File: config.mk
export PLATFORM = sky130hd
export DESIGN_NAME = fetch_unit_flat
export DESIGN_NICKNAME = d
export VERILOG_FILES = /design/src/rtl/fetch_if.sv /design/src/rtl/fetch_unit.sv /design/src/flat_wrapper.sv
export SDC_FILE = /design/constraint.sdc
export NUM_CORES = 1
export LEC_CHECK = 0
export ABC_AREA = 1
export CAP_MARGIN = 30
export CORE_MARGIN = 4
export CORE_UTILIZATION = 45
export CTS_CLUSTER_SIZE = 30
export DETAILED_ROUTE_END_ITERATION = 10
export PLACE_DENSITY = 0.82
export SLEW_MARGIN = 20
export SYNTH_ARGS = -nofsm -noshare
export SYNTH_HDL_FRONTEND = slang
export SYNTH_SLANG_ARGS = --single-unit
File: constraint.sdc
create_clock -name clk -period 3.5 [get_ports clk]
set_clock_uncertainty 0.15 [all_clocks]
set_input_delay 0.875 -clock clk [delete_from_list [all_inputs] [get_ports clk]]
set_output_delay 0.875 -clock clk [all_outputs]
set_load 0.01 [all_outputs]
File: src/rtl/fetch_if.sv
// Fetch-stage bus bundle: instruction-memory read port plus the IF/ID register view toward decode.
interface fetch_if #(
  parameter int ADDR_W = 7
);
  logic [ADDR_W-1:0] imem_addr;
  logic [31:0]       imem_data;
  logic              stall;
  logic              branch_taken;
  logic [15:0]       branch_imm;
  logic [31:0]       id_instr;
  logic [ADDR_W-1:0] id_pc;
  logic              id_valid;
  logic [ADDR_W-1:0] pc_out;

  modport master (
    output imem_addr, id_instr, id_pc, id_valid, pc_out,
    input  imem_data, stall, branch_taken, branch_imm
  );

  modport slave (
    input  imem_addr, id_instr, id_pc, id_valid, pc_out,
    output imem_data, stall, branch_taken, branch_imm
  );
endinterface

File: src/rtl/fetch_unit.sv
// Instruction-fetch stage: owns the PC, reads instruction memory and fills the IF/ID register,
// handling decode stalls and taken-branch redirects (one bubble per redirect).
module fetch_unit #(
  parameter int                ADDR_W   = 7,
  parameter logic [ADDR_W-1:0] START_PC = {ADDR_W{1'b0}},
  parameter logic [31:0]       NOP_WORD = 32'h0000_0000
) (
  input  logic     clk,
  input  logic     rst_n,
  fetch_if.master  bus
);

  typedef enum logic [1:0] {
    S_FILL     = 2'd0,
    S_RUN      = 2'd1,
    S_STALL    = 2'd2,
    S_REDIRECT = 2'd3
  } state_t;

  localparam int OFF_W = (ADDR_W > 18) ? ADDR_W : 18;

  state_t            state_q, state_d;
  logic [ADDR_W-1:0] pc_q, pc_d;
  logic [31:0]       id_instr_q, id_instr_d;
  logic [ADDR_W-1:0] id_pc_q, id_pc_d;
  logic              id_valid_q, id_valid_d;

  logic              branch_ok_s;
  logic [17:0]       off18_s;
  logic [ADDR_W-1:0] target_s;

  // A branch is only meaningful for a real instruction in IF/ID; bubbles cannot branch.
  assign branch_ok_s = bus.branch_taken & id_valid_q;
  assign off18_s     = {bus.branch_imm, 2'b00};
  assign target_s    = ADDR_W'(OFF_W'(id_pc_q) + OFF_W'(3'd4) + OFF_W'(signed'(off18_s)));

  // State register
  always_ff @(posedge clk or negedge rst_n) begin
    if (!rst_n) begin
      state_q <= S_FILL;
    end else begin
      state_q <= state_d;
    end
  end

  // Next-state logic: branch beats stall beats normal flow
  always_comb begin
    state_d = state_q;
    case (state_q)
      S_FILL: begin
        state_d = S_RUN;
      end
      S_RUN, S_STALL, S_REDIRECT: begin
        if (branch_ok_s) begin
          state_d = S_REDIRECT;
        end else if (bus.stall) begin
          state_d = S_STALL;
        end else begin
          state_d = S_RUN;
        end
      end
      default: begin
        state_d = S_FILL;
      end
    endcase
  end

  // Datapath next values for PC and IF/ID
  always_comb begin
    pc_d       = pc_q;
    id_instr_d = id_instr_q;
    id_pc_d    = id_pc_q;
    id_valid_d = id_valid_q;
    case (state_q)
      S_FILL: begin
        pc_d = pc_q;
      end
      S_RUN, S_STALL, S_REDIRECT: begin
        if (branch_ok_s) begin
          pc_d       = target_s;
          id_instr_d = NOP_WORD;
          id_valid_d = 1'b0;
        end else if (bus.stall) begin
          pc_d = pc_q;
        end else begin
          id_instr_d = bus.imem_data;
          id_pc_d    = pc_q;
          id_valid_d = 1'b1;
          pc_d       = pc_q + ADDR_W'(3'd4);
        end
      end
      default: begin
        pc_d = pc_q;
      end
    endcase
  end

  // PC and IF/ID registers
  always_ff @(posedge clk or negedge rst_n) begin
    if (!rst_n) begin
      pc_q       <= START_PC;
      id_instr_q <= NOP_WORD;
      id_pc_q    <= {ADDR_W{1'b0}};
      id_valid_q <= 1'b0;
    end else begin
      pc_q       <= pc_d;
      id_instr_q <= id_instr_d;
      id_pc_q    <= id_pc_d;
      id_valid_q <= id_valid_d;
    end
  end

  assign bus.imem_addr = pc_q;
  assign bus.pc_out    = pc_q;
  assign bus.id_instr  = id_instr_q;
  assign bus.id_pc     = id_pc_q;
  assign bus.id_valid  = id_valid_q;

endmodule

File: src/flat_wrapper.sv
// flat-port wrapper written by rule: the top's interface ports become plain ports
module fetch_unit_flat 
#(
  parameter int                ADDR_W   = 7,
  parameter logic [ADDR_W-1:0] START_PC = {ADDR_W{1'b0}},
  parameter logic [31:0]       NOP_WORD = 32'h0000_0000
)
  (clk, rst_n, bus_imem_addr, bus_id_instr, bus_id_pc, bus_id_valid, bus_pc_out, bus_imem_data, bus_stall, bus_branch_taken, bus_branch_imm);
  fetch_if #(.ADDR_W(ADDR_W)) bus_i ();
  input  logic clk;
  input  logic rst_n;
  output wire logic [$bits(bus_i.imem_addr)-1:0] bus_imem_addr;
  output wire logic [$bits(bus_i.id_instr)-1:0] bus_id_instr;
  output wire logic [$bits(bus_i.id_pc)-1:0] bus_id_pc;
  output wire logic [$bits(bus_i.id_valid)-1:0] bus_id_valid;
  output wire logic [$bits(bus_i.pc_out)-1:0] bus_pc_out;
  input wire logic [$bits(bus_i.imem_data)-1:0] bus_imem_data;
  input wire logic [$bits(bus_i.stall)-1:0] bus_stall;
  input wire logic [$bits(bus_i.branch_taken)-1:0] bus_branch_taken;
  input wire logic [$bits(bus_i.branch_imm)-1:0] bus_branch_imm;
  assign bus_imem_addr = bus_i.imem_addr;
  assign bus_id_instr = bus_i.id_instr;
  assign bus_id_pc = bus_i.id_pc;
  assign bus_id_valid = bus_i.id_valid;
  assign bus_pc_out = bus_i.pc_out;
  assign bus_i.imem_data = bus_imem_data;
  assign bus_i.stall = bus_stall;
  assign bus_i.branch_taken = bus_branch_taken;
  assign bus_i.branch_imm = bus_branch_imm;
  fetch_unit #(.ADDR_W(ADDR_W), .START_PC(START_PC), .NOP_WORD(NOP_WORD)) u_core (.clk(clk), .rst_n(rst_n), .bus(bus_i));
endmodule
# [After elaboration in Yosys (flattened, before gate mapping)]
# Cells that the tools add are included.
[word_totals] latch_bits=0 inputBits=52 word_cells=32 rom_bits=0 n_memories=0 reg_bits=49 out_inout_bits=54 ram_bits=0
[op_classes] reduce_logical=5 shift=0 n_bitwise=4 eq_ne=5 n_lt_le_gt_ge=0 add_sub_neg=3 multipliers=0 mux=10 n_div=0
[op_table] op="$mux 32" n=2
[op_table] op="$mux 7" n=3
[op_table] op="$add 7x3->7 const B" n=2
[op_table] op="$add 7x7->7" n=1
[op_table] op="$eq 2x2->1 const B" n=2
[op_table] op="$mux 2" n=2
[op_table] op="$pmux 2 s2" n=1
[op_table] op="$reduce_and 2->1" n=2
[op_table] op="$ne 3x2->1 const B" n=1
[op_table] op="$not 1->1" n=3
[op_table] op="$reduce_and 3->1" n=1
[op_table] op="$reduce_or 3->1" n=1
[op_table] op="$eq 2x1->1 const B" n=1
[op_table] op="$logic_not 2->1" n=1
[op_table] op="$mux 1" n=2
[op_table] op="$ne 2x1->1 const B" n=1
[op_table] op="$and 1x1->1" n=1

# [Longest topological paths before layout]
[logic_depth] depth_word=4 depth_mapped=10 mapped_depth_nobuf=10

# [Least setup slack after synthesis]
# No wires, ideal clock.
[synth_path] kind="input to register" startpoint="input bus_branch_imm[1]" endpoint="register u_core.pc_q[5] (netlist: u_core.bus.imem_addr[5])" path_stages=7 slack_ns=1.280 t_arrival_ns=1.987 setup_ns=0.082 n_path_buf=0 t_required_ns=3.268 path_cell_list="ha_1 -> ha_1 -> inv_1 -> fa_1 -> o21ai_0 -> a21oi_1 -> o22ai_1"
[synth_via] elab_chain_len=3
[synth_rtl] item="from (decl)" line="flat_wrapper.sv:20" text="input wire logic [$bits(bus_i.branch_imm)-1:0] bus_branch_imm;"
[synth_rtl] item="$add 7x7->7" line="fetch_unit.sv:35" text="assign target_s = ADDR_W'(OFF_W'(id_pc_q) + OFF_W'(3'd4) + OFF_W'(signed'(off18_s)));"
[synth_rtl] item="$mux 7" line="fetch_unit.sv:79" text="if (branch_ok_s) begin"
[synth_rtl] item="$mux 7" line="fetch_unit.sv:74" text="case (state_q)"
[synth_rtl] item="to (signal assigned)" line="fetch_unit.sv:106" text="pc_q <= pc_d;"
[synth_rtl] item="to (decl)" line="fetch_unit.sv:23" text="logic [ADDR_W-1:0] pc_q, pc_d;"
# Every way passes these cells. The select of a mux whose other input is x is not followed.
# A chain may end at the register's enable or synchronous reset.

# [Worst setup path after layout]
[layout_path] startpoint="input bus_branch_imm[0]" endpoint="register u_core.pc_q[5] (netlist: u_core.bus.imem_addr[5])"
# Same word-level chain as after synthesis.

==> impl_metrics.toml <==
[critical_path]
critPathMaxFanout = 2
crit_required_ns = 3.56
critical_path_class = "input pin to flip-flop"
cp.arrival_ns = 2.55
endpoint_kind = "flip-flop"
cp-start-kind = "input pin"

[power]
p_switching_mw = 0.855
p_seq_share_pct = 37.0
leakage_nw = 1.57
p_int_mw = 1.51
ir_drop_uv = 317
pwr-share-clk_pct = 14.9
combPwrFrac_pct = 48.1
switching_share_pct = 36.2
finalPower_mw = 2.36
power_density_mw_per_mm2 = 686

[detailed_routing]
wirelength_um = 5240
drt-initial-drc-count = 73
met3_length_um = 307
drt-met1-wl_um = 2150
wl_met2_um = 2760
top_layer = "met4"
ant_nets = 0
num_vias = 1884
first_pass_iters = 4
viasPerCell = 4.57
wl_per_cell_um = 12.7
drc = 0

[sta]
max_slew_margin_pct = 55.6
setup_viol = 0
drv_slew = 0
tns_ns = 0
hold_violations = 0
fin_ws_ns = 1.01
hold_ws_ns = 0.375
max_freq_mhz = 401
period_share_pct = 71.3
tightest_slew_ns = 0.667
grt_setup_unrepaired = "false"
period_minus_slack_ns = 2.49

[layout]
finalNetCount = 402
seqCellArea_mm2 = 0.00123
areaGrowthSynthToFinish_pct = 43.4
stdcell_count = 412
design_area_mm2 = 0.00345
final_common_cell = "clkdlybuf4s50_1"
diodes = 0
drive_above_1_share_pct = 13.7
nFillCells = 433
utilization_pct = 67.1
multi_input_area_um2 = 840
final_cell_mix = "clkdlybuf4s50_1, inv_1, nand2_1, dfrtp_1, o21ai_2"

[clocking]
clock_path_buffers = 2
cts.reportedPaths.clkPinSlew_ns = 0.08
ctsHoldBuffers = 0
cts_setup_buffers = 0
cts_tree = "yes"
cts_htree_levels = 2
cts_root_buf = "clkbuf_8"
cts_buffers = 5
cts_resized = 0
insertion_delay_ns = 0.28
cts.sinks = 49

[grt]
grt.total_usage_pct = 16.3
grt_pass1_wl_um = 8420
antenna_found_initial = 0
grt_max_degree = 41
grt.overflow.total = 0
grt_pass1_vias = 1892

[placement]
dp_cells = 404
gp_congestion = 0.773
post-place-ws_ns = 0.721
portBuffers = 94
placed_area_mm2 = 0.00335
hpwl_um = 4010

[synth]
ys_ff_latch = 49
synth.distinct_cells = 30
syn_area_mm2 = 0.00240
yosysSeqAreaShare_pct = 51.0
syn_area_per_cell_um2 = 9.51
synth_nets = 314
syn-instance-count = 253
yosys_warnings = 0

[outcome]
status = "completed"

[floorplan]
die_x_um = 81.1
rows = 26
core_mm2 = 0.00514
start_util_pct = 46.8
ioPinCount = 106
die_area_mm2 = 0.00658
die_h_um = 81.1

[min_path]
hold_class = "flip-flop to flip-flop"

[job]
drv_cap = 0
[power groups by stage]
stage	Sequential, mW	Combinational, mW	Clock (mW)
4_1_cts	0.878	1.16	0.365
5_1_grt	0.901	1.26	0.391
2_1_floorplan	0.948	0.561	0
3_3_place_gp	0.876	1.12	0
6_report	0.876	1.14	0.352
3_5_place_dp	0.887	1.15	0
[Yosys cell counts]
cell type   n  area [µm²]
o21ai_1    12        60.1
buf_8       1        15.0
o211ai_1    1        7.51
buf_4       8        60.1
o221ai_2    1        15.0
buf_2       1        5.00
o22ai_1     1        6.26
nor2_8      1        20.0
fa_1        1        20.0
nand2_1    49         184
a21oi_2     1        8.76
ha_1        8         100
a21oi_1     2        10.0
buf_6       5        56.3
o221ai_1    1        8.76
nor2_1      4        15.0
nand3_1     9        45.0
nand2_2     9        56.3
inv_4       1        6.26
dfrtp_1    49        1230
nand2_4     1        11.3
nor2_2      1        6.26
nand2_8     1        20.0
inv_6       1        8.76
o21ai_2    18         158
o21ai_0    11        55.1
inv_2       1        3.75
o21a_1      1        7.51
inv_1      51         191
xor2_1      2        17.5
[sequential cells by signal, summed over array words and instances, names as in the netlist]
register	count
u_core.bus.id_instr	32
u_core.bus.id_pc	7
u_core.bus.imem_addr	7
u_core.state_q	2
u_core.bus.id_valid	1
[cell families after synthesis]
family | Yosys count | synth area share [%]
XOR/XNOR | 2 | 0.729
flip-flops | 49 | 51.0
AND/OR/NAND/NOR | 75 | 14.9
AO/OA/AOI/OAI | 49 | 14.0
adder cells (fa/ha/maj) | 9 | 4.99
buffers and inverters | 69 | 14.4
[path summary, 6_finish.rpt]
check | start | to | slack (ns) | cells past startpoint
max | bus_branch_imm[0] | u_core.bus.imem_addr[5]$_DFFE_PN0P_ | 1.01 | 10
min | u_core.bus.id_instr[13]$_DFFE_PN0P_ | u_core.bus.id_instr[13]$_DFFE_PN0P_ | 0.38 | 2
max reg2reg | u_core.bus.id_pc[3]$_DFFE_PN0P_ | u_core.bus.imem_addr[5]$_DFFE_PN0P_ | 1.64 | 7
min reg2reg | u_core.bus.id_instr[13]$_DFFE_PN0P_ | u_core.bus.id_instr[13]$_DFFE_PN0P_ | 0.38 | 2
max in group asynchronous | rst_n | u_core.bus.id_instr[30]$_DFFE_PN0P_ | 2.20 | 2
min in group asynchronous | rst_n | u_core.bus.id_pc[5]$_DFFE_PN0P_ | 0.46 | 1
[critical path, stage by stage]
cell	delay, ns
clkdlybuf4s50_1	0.45
inv_1	0.04
ha_1	0.19
inv_1	0.06
ha_1	0.16
inv_1	0.06
fa_1	0.38
o21ai_0	0.16
a21oi_1	0.06
o22ai_1	0.13
[area by class of cell]
cell class | count | area share (%)
clock inverter | 1 | 0.145
timing repair buffer | 96 | 28.5
clock buffer | 7 | 2.79
multi-input combinational | 135 | 24.3
sequential | 49 | 35.6
tap | 70 | 2.54
inverter | 54 | 6.10
[metal layers]
layer	vias to the layer above	global-route usage [%]
li1	945	-
met1	882	18.9
met2	55	30.5
met3	2	4.10
met4	0	3.04
met5	-	0
(Power assumes the default switching activity.)
